### src/rtl/mem_port_arbiter_if.sv
// Pipeline-side request/response and external memory bus signals of the port arbiter.
// The arbiter connects through the slave modport; the pipeline/memory environment uses master.
interface mem_port_arbiter_if #(
  parameter int ADDR_W = 16,
  parameter int DATA_W = 32
);
  logic              if_req;
  logic [ADDR_W-1:0] if_addr;
  logic [DATA_W-1:0] if_rdata;
  logic              if_valid;
  logic              mem_req;
  logic              mem_we;
  logic [ADDR_W-1:0] mem_addr;
  logic [DATA_W-1:0] mem_wdata;
  logic [DATA_W-1:0] mem_rdata;
  logic              mem_valid;
  logic              bus_req;
  logic              bus_we;
  logic [ADDR_W-1:0] bus_addr;
  logic [DATA_W-1:0] bus_wdata;
  logic [DATA_W-1:0] bus_rdata;
  logic              bus_ack;
  logic              stall_IF;
  logic              stall_MEM;
  logic              bus_err;

  modport slave (
    input  if_req, if_addr, mem_req, mem_we, mem_addr, mem_wdata, bus_rdata, bus_ack,
    output if_rdata, if_valid, mem_rdata, mem_valid, bus_req, bus_we, bus_addr, bus_wdata,
           stall_IF, stall_MEM, bus_err
  );

  modport master (
    output if_req, if_addr, mem_req, mem_we, mem_addr, mem_wdata, bus_rdata, bus_ack,
    input  if_rdata, if_valid, mem_rdata, mem_valid, bus_req, bus_we, bus_addr, bus_wdata,
           stall_IF, stall_MEM, bus_err
  );
endinterface

### src/rtl/mem_port_arbiter.sv
// Shares one external memory port between IF fetches and MEM loads/stores, with structural stalls.
// Optional wait-state abort is enabled by defining ARB_TIMEOUT_EN.
module mem_port_arbiter #(
  parameter int ADDR_W  = 16,
  parameter int DATA_W  = 32,
  parameter int TIMEOUT = 15
) (
  input logic              clk,
  input logic              rst_n,
  mem_port_arbiter_if.slave arb
);

  typedef enum logic [1:0] {IDLE, IF_WAIT, MEM_WAIT} state_t;

  state_t            r_state, w_next;
  logic              r_last_mem, r_bus_req, r_bus_we, r_if_valid, r_mem_valid, r_bus_err;
  logic [ADDR_W-1:0] r_bus_addr;
  logic [DATA_W-1:0] r_bus_wdata, r_if_rdata, r_mem_rdata;
  logic              w_if_el, w_mem_el, w_grant_if, w_grant_mem, w_done, w_tmo, w_stall_mem;
  logic [DATA_W-1:0] w_rdata;

  if (TIMEOUT < 1) begin : g_timeout_chk
    $error("TIMEOUT must be at least 1");
  end

`ifdef ARB_TIMEOUT_EN
  localparam int CNT_W = $clog2(TIMEOUT + 1);
  logic [CNT_W-1:0] r_cnt;

  always_ff @(posedge clk) begin
    if (!rst_n)                r_cnt <= '0;
    else if (r_state == IDLE)  r_cnt <= '0;
    else if (!arb.bus_ack)     r_cnt <= r_cnt + CNT_W'(1);
  end

  // Abort at the end of the TIMEOUT-th wait cycle; an ack in that cycle still wins.
  assign w_tmo = (r_state != IDLE) && !arb.bus_ack && (r_cnt == CNT_W'(TIMEOUT - 1));
`else
  assign w_tmo = 1'b0;
`endif

  // An aborted read returns zero data.
  assign w_rdata = arb.bus_ack ? arb.bus_rdata : '0;

  always_comb begin
    w_next      = r_state;
    w_grant_if  = 1'b0;
    w_grant_mem = 1'b0;
    w_done      = 1'b0;
    // A requester is not eligible in the cycle its valid is showing.
    w_if_el     = arb.if_req  & ~r_if_valid;
    w_mem_el    = arb.mem_req & ~r_mem_valid;
    case (r_state)
      IDLE: begin
        if (w_mem_el && (!w_if_el || !r_last_mem)) begin
          w_grant_mem = 1'b1;
          w_next      = MEM_WAIT;
        end else if (w_if_el) begin
          w_grant_if  = 1'b1;
          w_next      = IF_WAIT;
        end
      end
      IF_WAIT, MEM_WAIT: begin
        if (arb.bus_ack || w_tmo) begin
          w_done = 1'b1;
          w_next = IDLE;
        end
      end
      default: w_next = IDLE;
    endcase
  end

  always_ff @(posedge clk) begin
    if (!rst_n) begin
      r_state     <= IDLE;
      r_last_mem  <= 1'b0;
      r_bus_req   <= 1'b0;
      r_bus_we    <= 1'b0;
      r_bus_addr  <= '0;
      r_bus_wdata <= '0;
      r_if_valid  <= 1'b0;
      r_mem_valid <= 1'b0;
      r_if_rdata  <= '0;
      r_mem_rdata <= '0;
      r_bus_err   <= 1'b0;
    end else begin
      r_state     <= w_next;
      r_if_valid  <= w_done && (r_state == IF_WAIT);
      r_mem_valid <= w_done && (r_state == MEM_WAIT);
      if (w_grant_mem) begin
        r_bus_req   <= 1'b1;
        r_bus_we    <= arb.mem_we;
        r_bus_addr  <= arb.mem_addr;
        r_bus_wdata <= arb.mem_wdata;
        r_last_mem  <= 1'b1;
      end else if (w_grant_if) begin
        r_bus_req   <= 1'b1;
        r_bus_we    <= 1'b0;
        r_bus_addr  <= arb.if_addr;
        r_last_mem  <= 1'b0;
      end else if (w_done) begin
        r_bus_req   <= 1'b0;
      end
      if (w_done && (r_state == IF_WAIT))               r_if_rdata  <= w_rdata;
      if (w_done && (r_state == MEM_WAIT) && !r_bus_we) r_mem_rdata <= w_rdata;
      if (w_tmo)                                        r_bus_err   <= 1'b1;
    end
  end

  assign w_stall_mem   = arb.mem_req & ~r_mem_valid;
  assign arb.stall_MEM = w_stall_mem;
  assign arb.stall_IF  = (arb.if_req & ~r_if_valid) | w_stall_mem;
  assign arb.bus_req   = r_bus_req;
  assign arb.bus_we    = r_bus_we;
  assign arb.bus_addr  = r_bus_addr;
  assign arb.bus_wdata = r_bus_wdata;
  assign arb.if_rdata  = r_if_rdata;
  assign arb.if_valid  = r_if_valid;
  assign arb.mem_rdata = r_mem_rdata;
  assign arb.mem_valid = r_mem_valid;
  assign arb.bus_err   = r_bus_err;

endmodule

### src/flat_wrapper.sv
// flat-port wrapper written by rule: the top's interface ports become plain ports
module mem_port_arbiter_flat 
#(
  parameter int ADDR_W  = 16,
  parameter int DATA_W  = 32,
  parameter int TIMEOUT = 15
)
  (clk, rst_n, arb_if_req, arb_if_addr, arb_mem_req, arb_mem_we, arb_mem_addr, arb_mem_wdata, arb_bus_rdata, arb_bus_ack, arb_if_rdata, arb_if_valid, arb_mem_rdata, arb_mem_valid, arb_bus_req, arb_bus_we, arb_bus_addr, arb_bus_wdata, arb_stall_IF, arb_stall_MEM, arb_bus_err);
  mem_port_arbiter_if #(.ADDR_W(ADDR_W), .DATA_W(DATA_W)) arb_i ();
  input logic clk;
  input logic rst_n;
  input wire logic [$bits(arb_i.if_req)-1:0] arb_if_req;
  input wire logic [$bits(arb_i.if_addr)-1:0] arb_if_addr;
  input wire logic [$bits(arb_i.mem_req)-1:0] arb_mem_req;
  input wire logic [$bits(arb_i.mem_we)-1:0] arb_mem_we;
  input wire logic [$bits(arb_i.mem_addr)-1:0] arb_mem_addr;
  input wire logic [$bits(arb_i.mem_wdata)-1:0] arb_mem_wdata;
  input wire logic [$bits(arb_i.bus_rdata)-1:0] arb_bus_rdata;
  input wire logic [$bits(arb_i.bus_ack)-1:0] arb_bus_ack;
  output wire logic [$bits(arb_i.if_rdata)-1:0] arb_if_rdata;
  output wire logic [$bits(arb_i.if_valid)-1:0] arb_if_valid;
  output wire logic [$bits(arb_i.mem_rdata)-1:0] arb_mem_rdata;
  output wire logic [$bits(arb_i.mem_valid)-1:0] arb_mem_valid;
  output wire logic [$bits(arb_i.bus_req)-1:0] arb_bus_req;
  output wire logic [$bits(arb_i.bus_we)-1:0] arb_bus_we;
  output wire logic [$bits(arb_i.bus_addr)-1:0] arb_bus_addr;
  output wire logic [$bits(arb_i.bus_wdata)-1:0] arb_bus_wdata;
  output wire logic [$bits(arb_i.stall_IF)-1:0] arb_stall_IF;
  output wire logic [$bits(arb_i.stall_MEM)-1:0] arb_stall_MEM;
  output wire logic [$bits(arb_i.bus_err)-1:0] arb_bus_err;
  assign arb_i.if_req = arb_if_req;
  assign arb_i.if_addr = arb_if_addr;
  assign arb_i.mem_req = arb_mem_req;
  assign arb_i.mem_we = arb_mem_we;
  assign arb_i.mem_addr = arb_mem_addr;
  assign arb_i.mem_wdata = arb_mem_wdata;
  assign arb_i.bus_rdata = arb_bus_rdata;
  assign arb_i.bus_ack = arb_bus_ack;
  assign arb_if_rdata = arb_i.if_rdata;
  assign arb_if_valid = arb_i.if_valid;
  assign arb_mem_rdata = arb_i.mem_rdata;
  assign arb_mem_valid = arb_i.mem_valid;
  assign arb_bus_req = arb_i.bus_req;
  assign arb_bus_we = arb_i.bus_we;
  assign arb_bus_addr = arb_i.bus_addr;
  assign arb_bus_wdata = arb_i.bus_wdata;
  assign arb_stall_IF = arb_i.stall_IF;
  assign arb_stall_MEM = arb_i.stall_MEM;
  assign arb_bus_err = arb_i.bus_err;
  mem_port_arbiter #(.ADDR_W(ADDR_W), .DATA_W(DATA_W), .TIMEOUT(TIMEOUT)) u_core (.clk(clk), .rst_n(rst_n), .arb(arb_i));
endmodule
### config.mk
export PLATFORM = sky130hd
export DESIGN_NAME = mem_port_arbiter_flat
export DESIGN_NICKNAME = d
export VERILOG_FILES = /design/src/rtl/mem_port_arbiter_if.sv /design/src/rtl/mem_port_arbiter.sv /design/src/flat_wrapper.sv
export SDC_FILE = /design/constraint.sdc
export NUM_CORES = 1
export LEC_CHECK = 0
export BUFFER_PORTS_ARGS = -buffer_cell sky130_fd_sc_hd__buf_2
export CORE_UTILIZATION = 48
export CTS_BUF_LIST = sky130_fd_sc_hd__clkbuf_8
export DETAILED_ROUTE_END_ITERATION = 8
export PLACE_DENSITY = 0.88
export SLEW_MARGIN = 30
export SYNTH_ARGS = -nofsm -noshare
export SYNTH_HDL_FRONTEND = slang
export SYNTH_SLANG_ARGS = --single-unit
### constraint.sdc
create_clock -name clk -period 1.7 [get_ports clk]
set_clock_uncertainty 0.05 [all_clocks]
set_input_delay 0.085 -clock clk [delete_from_list [all_inputs] [get_ports clk]]
set_output_delay 0.085 -clock clk [all_outputs]
set_load 0.05 [all_outputs]
; Word-level counts from Yosys, hierarchy flattened
; Index checks and enable logic that the tools add are counted.
; Widths: inputs -> output; s select.
[op_classes]
eq_ne = 4
muxes = 20
bitwise_logic = 5
n_reduce_logical = 13
[ops]
columns = cell, n
row1 = $mux 16, 2
row2 = $mux 32, 1
row3 = $mux 1, 13
row4 = $mux 2, 3
row5 = $logic_and 1x1->1, 4
row6 = $pmux 2 s2, 1
row7 = $logic_not 1->1, 3
row8 = $ne 3x1->1 const B, 1
row9 = $reduce_bool 3->1, 1
row10 = $and 1x1->1, 2
row11 = $eq 2x1->1 const B, 1
row12 = $eq 2x2->1 const B, 1
row13 = $logic_not 2->1, 1
row14 = $ne 2x2->1 const B, 1
row15 = $not 1->1, 2
row16 = $reduce_and 2->1, 1
row17 = $reduce_bool 2->1, 1
row18 = $reduce_or 2->1, 1
row19 = $logic_or 1x1->1, 1
row20 = $or 1x1->1, 1
[word_totals]
ff_bits = 119
in_bits = 102
output_inout_bits = 119
word_cells = 52

; Logic depth before layout (Yosys ltp)
; Gate-level depths: netlist (run 1).
[logic_depth]
depth_word = 9
ltp_mapped = 8
ltp_nobuf = 6

; Least setup slack after synthesis (run 1)
; Ideal clock, no wire load.
[synth_path]
kind = register -> register
from = register u_core.r_mem_valid, in the netlist u_core.arb.mem_valid
to = register u_core.r_bus_addr[6], in the netlist u_core.arb.bus_addr[6]
setup_ps = 117
arrival_time_ps = 1626
t_required_ps = 1533
path_slack_ps = -93
stages_incl_launch_ff = 8
n_path_buf = 2
synth_period_minus_slack_ps = 1793
path_cell_list = dfxtp_1 nand2b_4 inv_2 and3_1 buf_2 buf_4 nor2_1 o2bb2ai_2
[synth_between]
elab_chain_cells = 6
word_cells_on_any_way = 9
classes_between = mux: 5 / bitwise: 2 / reduce/logical: 2
[synth_rtl]
columns = element, line
row1 = from (decl), mem_port_arbiter.sv:16  ; logic r_last_mem, r_bus_req, r_bus_we, r_if_valid, r_mem_valid, r_bus_err;
row2 = from (signal assigned), mem_port_arbiter.sv:89  ; r_mem_valid <= w_done && (r_state == MEM_WAIT);
row3 = $not 1->1 (*), n/a
row4 = $and 1x1->1 (*), n/a
row5 = net arb_stall_MEM, flat_wrapper.sv:29  ; output wire logic [$bits(arb_i.stall_MEM)-1:0] arb_stall_MEM;
row6 = $logic_and 1x1->1 (*), mem_port_arbiter.sv:55  ; if (w_mem_el && (!w_if_el || !r_last_mem)) begin
row7 = $mux 1, mem_port_arbiter.sv:55
row8 = $mux 1, mem_port_arbiter.sv:53  ; case (r_state)
row9 = $mux 16 / $reduce_bool 2->1 (equally long branches), n/a
row10 = to (signal assigned), mem_port_arbiter.sv:93  ; r_bus_addr <= arb.mem_addr;
row11 = to (signal assigned), mem_port_arbiter.sv:99  ; r_bus_addr <= arb.if_addr;
row12 = to (decl), mem_port_arbiter.sv:17  ; logic [ADDR_W-1:0] r_bus_addr;
; The timed path passes the listed nets; every way through them passes the cells marked *.
; A chain may end at the register's enable or synchronous reset.

; Final worst setup path (run 1)
[layout_path]
from = register u_core.r_state[0]
to = register u_core.r_if_rdata[11], in the netlist u_core.arb.if_rdata[11]
[layout_between]
elab_chain_cells = 4
word_cells_on_any_way = 5
classes_between = eq/ne: 2 / mux: 1 / reduce/logical: 2
[layout_rtl]
columns = element, line
row1 = from (decl), mem_port_arbiter.sv:15  ; state_t r_state, w_next;
row2 = from (signal assigned), mem_port_arbiter.sv:87  ; r_state <= w_next;
row3 = $eq 2x2->1 / $eq 2x1->1 (equally long branches), "mem_port_arbiter.sv:53, mem_port_arbiter.sv:104"
row4 = $reduce_or 2->1, mem_port_arbiter.sv:53
row5 = $mux 1, mem_port_arbiter.sv:53
row6 = $logic_and 1x1->1 (*), mem_port_arbiter.sv:104  ; if (w_done && (r_state == IF_WAIT)) r_if_rdata <= w_rdata;
row7 = to (signal assigned), mem_port_arbiter.sv:104
row8 = to (decl), mem_port_arbiter.sv:18  ; logic [DATA_W-1:0] r_bus_wdata, r_if_rdata, r_mem_rdata;
; Mark *: on every way between the ends. The rest lies on a longest branch, timed or not.

==> results of run 1 <==
## what timing repair did
item | in CTS | in global routing
endpoints found under the hold margin | 115 | 0
hold buffers | 98 | 0
buffers inserted | 0 | 0
resized for setup | 0 | 4
endpoints found under the setup margin | 0 | 4
## layout make-up
class | count | area share [%]
multi-input cells | 372 | 27.0
well taps | 129 | 2.19
clock inverters | 15 | 4.03
flip-flops and latches | 119 | 32.4
repair buffers | 328 | 31.0
inverters | 4 | 0.204
clock buffers | 17 | 3.18
## power by group
part	internal [W]	switching [W]
logic	0.000682	0.00143
registers	0.00301	0.000135
clock network	0.00221	0.00124
## cell usage in the layout, fill, tap and decap left out, types with 2 or more instances in the layout
cell type and instances:
nand2_1 200, clkinv_4 3, inv_1 4, nor2_1 16, inv_6 3, ha_1 3, a21boi_1 57, nand3_1 2
o2bb2ai_1 15, buf_4 2, bufinv_16 8, dfxtp_1 118, buf_12 8, nand2b_4 2, dlygate4sd3_1 98, o21ai_0 15
clkbuf_8 17, nor2b_1 3, a21boi_0 40, buf_2 219
## Yosys cell counts (2+ instances only)
master / n / area, um^2
nand2_1: 200 / 751
dfxtp_1: 119 / 2380
a21boi_1: 55 / 413
a21boi_0: 42 / 315
nor2_1: 17 / 63.8
buf_2: 15 / 75.1
clkbuf_1: 15 / 56.3
o21ai_0: 15 / 75.1
o2bb2ai_1: 15 / 131
buf_4: 5 / 37.5
and3_1: 3 / 18.8
ha_1: 3 / 37.5
inv_1: 3 / 11.3
nor2b_1: 3 / 18.8
buf_6: 2 / 22.5
nand2b_4: 2 / 27.5
nand3_1: 2 / 10.0
## worst max-delay path by stage
stage	cells after the start	end	slack, ps
after floorplan	7	u_core.arb.bus_addr[6]$_SDFFE_PN0P_	90
after global placement	6	u_core.arb.if_rdata[14]$_SDFFE_PN0P_	280
after detailed placement	6	u_core.arb.if_rdata[13]$_SDFFE_PN0P_	120
after CTS	6	u_core.arb.if_rdata[13]$_SDFFE_PN0P_	110
after global routing	6	u_core.arb.if_rdata[11]$_SDFFE_PN0P_	10
final	6	u_core.arb.if_rdata[11]$_SDFFE_PN0P_	10
## per-layer routing
metal,vias up,share of wire [%]
met2,298,50
met1,2401,37
met3,55,9.3
li1,2365,-
met5,-,0
met4,0,3.3
## worst max-delay path: cells and delay by family, from the launching register on
kind | cells | cell delay [ps]
buffers and inverters | 2 | 290
adder cells (fa/ha/maj) | 1 | 350
flip-flops | 1 | 370
AND/OR/NAND/NOR | 2 | 270
AO/OA/AOI/OAI | 1 | 260
## sequential cells by signal, summed over array words and instances (netlist names), 2 cells and up
name / cells
u_core.arb.bus_addr: 16
u_core.arb.if_rdata: 32
u_core.arb.mem_rdata: 32
u_core.arb.bus_wdata: 32
u_core.r_state: 2
## metrics by stage
stage | total power [W] | cell area (um^2) | util, % | hold slack (ps)
after global routing | 0.00899 | 7360 | 79.6 | 89.8
after CTS | 0.00861 | 7330 | 79.3 | 66.4
final | 0.00871 | 7360 | 79.6 | 77.0
after detailed placement | 0.00503 | 5810 | 62.9 | 279
after global placement | 0.00498 | 5810 | 62.9 | 276
after floorplan | 0.00453 | 4590 | - | 170
## cells by family (layout without fill, tap and decap cells)
kind of cell	Yosys count	count (layout)
fa+ha+maj	3	3
buf+inv	43	364
simple gates	232	232
flops	119	119
other cells	1	1
compound gates	136	136
==> metrics.md, run 1 <==
| Metric | Value |
|---|---|
| Seq/Total Area, Yosys | 51.9% |
| Grt ovf | 0 |
| Compound-cell area share of the yosys netlist | 22.1% |
| Critical Path AT | 1970 ps |
| Crit share post-route | 99.4% |
| Initial core utilization | 49.7% |
| Placed Cells | 853 |
| Vias post-DR | 5119 |
| Die Area | 9950 um^2 |
| Synthesized net count | 639 |
| GRT Max-Usage Layer | met2 |
| Largest family of logic cells by synthesized area | compound AO/OA/AOI/OAI gates |
| Nets | 947 |
| Final Wtd Congestion | 0.747 |
| H-tree depth | 4 |
| GRT Util Overall | 32.7% |
| Clk buf depth | 2 |
| Crit Reg-Reg Endpoint | u_core.arb.if_rdata[11]$_SDFFE_PN0P_ |
| Clock Root Buffer | clkbuf_8 |
| Diode count | 0 |
| Share of layout cells above drive strength 1 | 31.8% |
| Max-slew violations | 0 |
| Outcome | finished clean |
| Worst Path Required | 1980 ps |
| Grt met3 use | 10.9% |
| Syn Area/Cell | 8.59 um^2 |
| Met2 Track Usage GR | 57.5% |
| Unrepaired setup endpoints after global routing | no |
| XOR/XNOR Fraction of Synth Area | 0% |
| Startpoint Class | flip-flop |
| Area Growth Syn to Fin | 60.3% |
| Post-synthesis mux area share | 0% |
| Worst-path fanout max | 32 |
| CTS tree | yes |
| Crit path largest cell delay | 370 ps |
| EDFF count, synth | 0 |
| Final HPWL DP | 8.36 mm |
| Worst slew margin | 61.3% |
| Crit. End Element | flip-flop |
| RR Startpoint | u_core.r_state[0]$_SDFFE_PN0P_ |
| Initial DRC Count | 244 |
| Final Hold Vio Count | 0 |
| Synthesized flop and latch total | 119 |
| Post-synth cell types | 35 |
| TNS Setup | 0 ps |
| Worst slack, placed | 124 ps |
| DR DRC count | 0 |
| Clock period minus worst slack | 1690 ps |
| Number of global-route vias before repair | 5217 |
| Critical Path Start | u_core.r_state[0]$_SDFFE_PN0P_ |
| Cells after Synth | 534 |
| Leakage | 3.32 nW |
| R2R Setup Slk | 10 ps |
| Met1 Track Usage GR | 34.8% |
| Final setup viols | 0 |
| Area of the multi-input gates | 1990 um^2 |
| WL per Instance | 16.7 um |
| First-pass GRT wire length | 25.6 mm |
| IO Pins | 221 |
| Antenna Nets Post-Route | 0 |
| Chip height | 99.8 um |
| I/O Buffers | 219 |
| Die X | 99.8 um |
| Worst hold endpoint | u_core.arb.bus_wdata[17]$_SDFFE_PN0N_ |
| Power density cells | 1180 nW/um^2 |
| Crit-path cells | inv_1 -> ha_1 -> nand3_1 -> buf_12 -> nand2_1 -> a21boi_0 |
| Core Area | 9240 um^2 |
| Num CTS Buffers | 17 |
| Maxcap violations | 0 |
| Most used DFF post-synth | dfxtp_1 |
| Async SR Flop Fraction | 0% |
| Via/cell ratio | 5.20 |
| Wirelength, routed | 16.5 mm |
| Adder-cell share of the synthesized area | 0.818% |
| Antenna violations before repair | 0 |
| Slew @ Worst Pin | 579 ps |
| Skew-Pair Late Insertion Delay | 430 ps |
| Setup ws final | 10.8 ps |
| Clk pin slew, worst setup/hold paths | 90 ps |
| Slowest cell on the critical path | dfxtp_1 |
| Netlist Area Pre-Place | 4590 um^2 |
| R2R cell count | 6 |
| Reg area | 2380 um^2 |
| Synth warn | 0 |
| # clock sinks | 119 |
| Fmax | 0.592 GHz |
| Hold path cells | 2 |
| Detailed Routing Iterations Pass 1 | 5 |
| VDD IR-drop max | 0.000794 V |
| Synth Area in Simple Gates | 20.2% |
| Final std cells w/o fill | 984 |
| Min-delay src | rst_n |
| Min-delay worst type | input pin to flip-flop |
| Fillers | 522 |
| Largest net degree at the start of global routing | 48 |
| Crit path kind | flip-flop to flip-flop |
| # rows | 35 |
No activity file was read; power rests on OpenSTA's default activity.
==> inputs of run 2 (changes only) <==
--- a/config.mk
+++ b/config.mk
@@ -10,6 +10,7 @@
 export CTS_BUF_LIST = sky130_fd_sc_hd__clkbuf_8
 export DETAILED_ROUTE_END_ITERATION = 8
 export PLACE_DENSITY = 0.88
+export RECOVER_POWER = 50
 export SLEW_MARGIN = 30
 export SYNTH_ARGS = -nofsm -noshare
 export SYNTH_HDL_FRONTEND = slang
==> run 2 against run 1 <==
  * Power is 0.63% lower
  * Clock power hardly changed
  * Maximum frequency is 1.2% higher
  * Final cell count stayed put
  * Non-clock buffer count stayed put
  * Hold slack worse by 2.4 ps
  * Global-route usage stayed put
  * Cell area is 2.0% lower
  * Critical endpoint unchanged
  * Highest routed layer unchanged
==> metrics.md, run 2 (synthesized netlist as in run 1, its figures left out) <==
| Metric | Value |
|---|---|
| Outcome | finished clean (unchanged) |
| CTS tree | yes (unchanged) |
| Via/cell ratio | 5.19 (was 5.20) |
| Diode count | 0 (unchanged) |
| Startpoint Class | flip-flop (unchanged) |
| Crit. End Element | flip-flop (unchanged) |
| Wire length on met2 | 8.21 mm (was 8.27 mm) |
| Routed wl met3 | 1.64 mm (was 1.53 mm) |
| Num CTS Buffers | 17 (unchanged) |
| Slew @ Worst Pin | 701 ps (was 579 ps) |
| Chip height | 99.8 um (unchanged) |
| Final setup viols | 0 (unchanged) |
| Maxcap violations | 0 (unchanged) |
| Core Area | 9240 um^2 (unchanged) |
| Power density cells | 1200 nW/um^2 (was 1180 nW/um^2) |
| Nets | 947 (unchanged) |
| Final Hold Vio Count | 0 (unchanged) |
| Min-delay worst type | input pin to flip-flop (unchanged) |
| Crit path kind | flip-flop to flip-flop (unchanged) |
| Grt ovf | 0 (unchanged) |
| Number of global-route vias before repair | 5217 (unchanged) |
| Clock Root Buffer | clkbuf_8 (unchanged) |
| Largest net degree at the start of global routing | 48 (unchanged) |
| Max-slew violations | 0 (unchanged) |
| IO Pins | 221 (unchanged) |
| Die Area | 9950 um^2 (unchanged) |
| # rows | 35 (unchanged) |
| Highest routed layer | met4 (unchanged) |
| Placed Cells | 853 (unchanged) |
| Area Growth Syn to Fin | 57.2% (was 60.3%) |
| # clock sinks | 119 (unchanged) |
| Leakage | 2.84 nW (was 3.32 nW) |
| Worst slew margin | 53.5% (was 61.3%) |
| Share of layout cells above drive strength 1 | 18.2% (was 31.8%) |
| Area of the multi-input gates | 1990 um^2 (unchanged) |
| H-tree depth | 4 (unchanged) |
| Final HPWL DP | 8.36 mm (unchanged) |
| Worst Path Required | 1980 ps (about the same) |
| Detailed Routing Iterations Pass 1 | 5 (unchanged) |
| Die X | 99.8 um (unchanged) |
| Wirelength, routed | 16.4 mm (was 16.5 mm) |
| Commonest non-fill, non-tap cell in the layout | nand2_1 (was buf_2) |
| GRT Util Overall | 32.7% (unchanged) |
| Worst-path fanout max | 32 (unchanged) |
| Vias post-DR | 5105 (was 5119) |
| I/O Buffers | 219 (unchanged) |
| DR DRC count | 0 (unchanged) |
| Initial DRC Count | 257 (was 244) |
| Fmax | 0.599 GHz (was 0.592 GHz) |
| Antenna violations before repair | 0 (unchanged) |
| Final std cells w/o fill | 984 (unchanged) |
| Fillers | 610 (was 522) |
| Skew-Pair Late Insertion Delay | 430 ps (about the same) |
| Initial core utilization | 49.7% (unchanged) |
| Overall Power | 0.00866 W (was 0.00871 W) |
| VDD IR-drop max | 0.000786 V (was 0.000794 V) |
| Clock period minus worst slack | 1670 ps (was 1690 ps) |
| Most frequent cells in the layout | 200 x nand2_1, 118 x dfxtp_1, 116 x clkbuf_1, 103 x buf_2, 98 x dlygate4sd3_1 (was 219 x buf_2, 200 x nand2_1, 118 x dfxtp_1, 98 x dlygate4sd3_1, 57 x a21boi_1) |
| Crit share post-route | 98.2% (was 99.4%) |
| Unrepaired setup endpoints after global routing | no (unchanged) |
| WL met1 | 5.95 mm (was 6.12 mm) |
| First-pass GRT wire length | 25.6 mm (unchanged) |
| Antenna Nets Post-Route | 0 (unchanged) |
| Critical Path AT | 1950 ps (was 1970 ps) |
| WL per Instance | 16.7 um (about the same) |
| Final Wtd Congestion | 0.747 (unchanged) |
| Clk buf depth | 2 (unchanged) |
| Clk pin slew, worst setup/hold paths | 90 ps (about the same) |
| TNS Setup | 0 ps (unchanged) |
| Reg area | 2380 um^2 (unchanged) |
-- run 2: changes by cell type in the layout (fill, tap and decap cells not counted) --
cell / previous run / this run
buf_2: 219 / 103
clkbuf_1: 0 / 116
-- run 2: final timing paths --
check / to / slack, ps / depth (start not counted) / from
setup / recovery: u_core.arb.if_rdata[11]$_SDFFE_PN0P_ / 30 / 6 / u_core.r_state[0]$_SDFFE_PN0P_
hold / removal: u_core.arb.bus_wdata[17]$_SDFFE_PN0N_ / 70 / 2 / rst_n
hold reg to reg: u_core.arb.mem_rdata[3]$_SDFFE_PN0P_ / 410 / 2 / u_core.arb.mem_rdata[3]$_SDFFE_PN0P_
setup reg to reg: u_core.arb.if_rdata[11]$_SDFFE_PN0P_ / 30 / 6 / u_core.r_state[0]$_SDFFE_PN0P_
-- run 2: layer usage --
layer  track usage [%]  vias to the layer above
met3              10.9                       59
li1                  -                     2368
met4              16.7                        0
met5                 0                        -
met2              57.5                      318
met1              34.8                     2360
-- run 2: repair_timing --
item,CTS,global route
setup buffers,0,0
resized for setup,0,4
hold buffers,98,0
endpoints found under the hold margin,115,0
endpoints found under the setup margin,0,4
-- run 2: worst max-delay path: stages (launching register included) --
cell	delay, ps
dfxtp_1	370
inv_1	80
ha_1	350
nand3_1	160
buf_12	210
nand2_1	110
a21boi_0	260
-- run 2: per-stage QoR --
step	worst slack [ps]	hold WS (ps)	instance area (um^2)	utilization, %
5_1_grt	10.4	89.8	7210	78.0
6_report	31.4	74.6	7210	78.0
2_1_floorplan	90.6	170	4590	-
3_3_place_gp	278	276	5810	62.9
3_5_place_dp	124	279	5810	62.9
4_1_cts	106	66.4	7330	79.3
-- run 2: power by group --
part           leakage, nW  internal, W  switching, W  total (W)
clock network        0.267      0.00221       0.00124    0.00345
logic                 1.60     0.000623       0.00144    0.00206
registers            0.969      0.00301      0.000140    0.00315
-- run 2: cell type report --
| cell class | count | area share, % |
|---|---|---|
| inverter | 4 | 0.208 |
| tap | 129 | 2.24 |
| clock inverter | 15 | 4.11 |
| timing repair buffer | 328 | 29.6 |
| multi-input combinational | 372 | 27.6 |
| sequential | 119 | 33.1 |
| clock buffer | 17 | 3.24 |
==> inputs of run 3 (changes only) <==
--- a/config.mk
+++ b/config.mk
@@ -6,7 +6,9 @@
 export NUM_CORES = 1
 export LEC_CHECK = 0
 export BUFFER_PORTS_ARGS = -buffer_cell sky130_fd_sc_hd__buf_2
-export CORE_UTILIZATION = 48
+export CELL_PAD_IN_SITES_DETAIL_PLACEMENT = 0
+export CELL_PAD_IN_SITES_GLOBAL_PLACEMENT = 1
+export CORE_UTILIZATION = 34
 export CTS_BUF_LIST = sky130_fd_sc_hd__clkbuf_8
 export DETAILED_ROUTE_END_ITERATION = 8
 export PLACE_DENSITY = 0.88
==> run 3 against run 2 <==
  * Cell area down 1.0%
  * Critical path depth down 1
  * Wire length down 12%
  * Non-clock buffer count up 1
  * Combinational power down 4%
  * Power down 9.2%
==> metrics.md, run 3 (synthesized netlist as in run 1, its figures left out) <==
| Metric | Value |
|---|---|
| Outcome | finished clean (unchanged) |
| Via/cell ratio | 4.66 (was 5.19) |
| # clock sinks | 119 (unchanged) |
| Placed Cells | 901 (was 853) |
| Startpoint Class | flip-flop (unchanged) |
| Antenna violations before repair | 0 (unchanged) |
| Worst slew margin | 56.3% (was 53.5%) |
| Post-CTS Setup Inserts | 0 (unchanged) |
| Num CTS Buffers | 17 (unchanged) |
| Detailed Routing Iterations Pass 1 | 4 (was 5) |
| Grt ovf | 0 (unchanged) |
| First-pass GRT wire length | 23.1 mm (was 25.6 mm) |
| Clock Root Buffer | clkbuf_8 (unchanged) |
| Worst-path fanout max | 17 (was 32) |
| Final Wtd Congestion | 0.768 (was 0.747) |
| # rows | 42 (was 35) |
| I/O Buffers | 219 (unchanged) |
| Clock period minus worst slack | 1610 ps (was 1670 ps) |
| Maxcap violations | 0 (unchanged) |
| Fmax | 0.622 GHz (was 0.599 GHz) |
| TNS Setup | 0 ps (unchanged) |
| Die Area | 14000 um^2 (was 9950 um^2) |
| Worst Path Required | 1950 ps (was 1980 ps) |
| H-tree depth | 4 (unchanged) |
| Core Area | 13200 um^2 (was 9240 um^2) |
| Antenna Nets Post-Route | 0 (unchanged) |
| Final setup viols | 0 (unchanged) |
| Slew @ Worst Pin | 658 ps (was 701 ps) |
| Nets | 948 (was 947) |
| Diode count | 0 (unchanged) |
| WL per Instance | 13.9 um (was 16.7 um) |
| Critical Path AT | 1860 ps (was 1950 ps) |
| Crit path kind | flip-flop to flip-flop (unchanged) |
| VDD IR-drop max | 0.000615 V (was 0.000786 V) |
| Power density cells | 1100 nW/um^2 (was 1200 nW/um^2) |
| Most frequent cells in the layout | 200 x nand2_1, 118 x dfxtp_1, 116 x clkbuf_1, 103 x buf_2, 99 x dlygate4sd3_1 (was 200 x nand2_1, 118 x dfxtp_1, 116 x clkbuf_1, 103 x buf_2, 98 x dlygate4sd3_1) |
| Largest net degree at the start of global routing | 60 (was 48) |
| Final Hold Vio Count | 0 (unchanged) |
| DR DRC count | 0 (unchanged) |
| Area Growth Syn to Fin | 55.5% (was 57.2%) |
| Final HPWL DP | 8.88 mm (was 8.36 mm) |
| Max-slew violations | 0 (unchanged) |
| Vias post-DR | 4809 (was 5105) |
| Overall Power | 0.00786 W (was 0.00866 W) |
| Unrepaired setup endpoints after global routing | no (unchanged) |
| Initial DRC Count | 171 (was 257) |
| CTS tree | yes (unchanged) |
| Final std cells w/o fill | 1032 (was 984) |
| Share of layout cells above drive strength 1 | 18.2% (about the same) |
| Number of global-route vias before repair | 4770 (was 5217) |
| Die X | 118 um (was 99.8 um) |
| Chip height | 118 um (was 99.8 um) |
| Crit. End Element | flip-flop (unchanged) |
| GRT Util Overall | 21.0% (was 32.7%) |
| Reg area | 2380 um^2 (unchanged) |
| Skew-Pair Late Insertion Delay | 420 ps (was 430 ps) |
| Commonest non-fill, non-tap cell in the layout | nand2_1 (unchanged) |
| Area of the multi-input gates | 1980 um^2 (was 1990 um^2) |
| Clk buf depth | 2 (unchanged) |
| Wirelength, routed | 14.4 mm (was 16.4 mm) |
| Util after Layout | 54.1% (was 78.0%) |
| Initial core utilization | 34.8% (was 49.7%) |
| Leakage | 2.77 nW (was 2.84 nW) |
| IO Pins | 221 (unchanged) |
| Crit share post-route | 94.6% (was 98.2%) |
| Fillers | 1260 (was 610) |
| Min-delay worst type | input pin to flip-flop (unchanged) |
| Clk pin slew, worst setup/hold paths | 70 ps (was 90 ps) |
run 3: cell count changes in the layout (fill, tap and decap cells not counted), moves of 3 or more:
cell        before  now
buf_4            2    5
clkbuf_8        17   21
clkinv_2         0    3
clkinvlp_4       0    3
bufinv_16        8    3
run 3: per-layer routing:
layer  vias up  track usage, %  share of wire (%)
met4         0            8.25                1.3
met1      2244            23.5                 41
met5         -               0                  0
li1       2361               -                  -
met2       184            36.5                 49
met3        20            7.14                7.9
run 3: what timing repair did:
| item | in CTS | in global routing |
|---|---|---|
| hold buffers | 99 | 0 |
| endpoints found under the hold margin | 115 | 0 |
| gates resized for setup | 0 | 0 |
run 3: path summary, 6_finish.rpt:
path	startpoint	endpoint	slack, ps	cells past startpoint
max reg2reg	u_core.arb.mem_valid$_SDFF_PN0_	u_core.arb.bus_addr[13]$_SDFFE_PN0P_	90	5
max	u_core.arb.mem_valid$_SDFF_PN0_	u_core.arb.bus_addr[13]$_SDFFE_PN0P_	90	5
min reg2reg	u_core.arb.bus_wdata[2]$_SDFFE_PN0N_	u_core.arb.bus_wdata[2]$_SDFFE_PN0N_	400	2
min	arb_if_req	u_core.r_state[0]$_SDFFE_PN0P_	100	4
run 3: area by class of cell:
class / instances / share of cell area [%]
flip-flops and latches: 119 / 33.4
multi-input cells: 372 / 27.8
clock inverters: 11 / 2.03
clock buffers: 21 / 4.05
repair buffers: 329 / 29.4
well taps: 176 / 3.09
inverters: 4 / 0.210
run 3: power by group:
group	total, W	leakage (nW)	switching [W]	internal [W]
Sequential	0.00313	0.969	0.000119	0.00301
Combinational	0.00198	1.59	0.00137	0.000609
Clock	0.00275	0.214	0.00114	0.00161
run 3: stage by stage:
| stage | hold WS [ps] | setup WS, ps | instance area, um^2 |
|---|---|---|---|
| finish | 95.9 | 92.3 | 7140 |
| global route | 106 | 21.9 | 7140 |
| CTS | 50.4 | 122 | 7280 |
| detailed placement | 281 | 136 | 5860 |
| global placement | 276 | 218 | 5860 |
| floorplan | 170 | 90.6 | 4590 |
run 3: worst max-delay path, stage by stage (launching register included):
cell and delay (ps):
dfxtp_2 320, nand2b_4 160, inv_2 80, nand2_1 370, o21ai_0 380, o2bb2ai_1 120
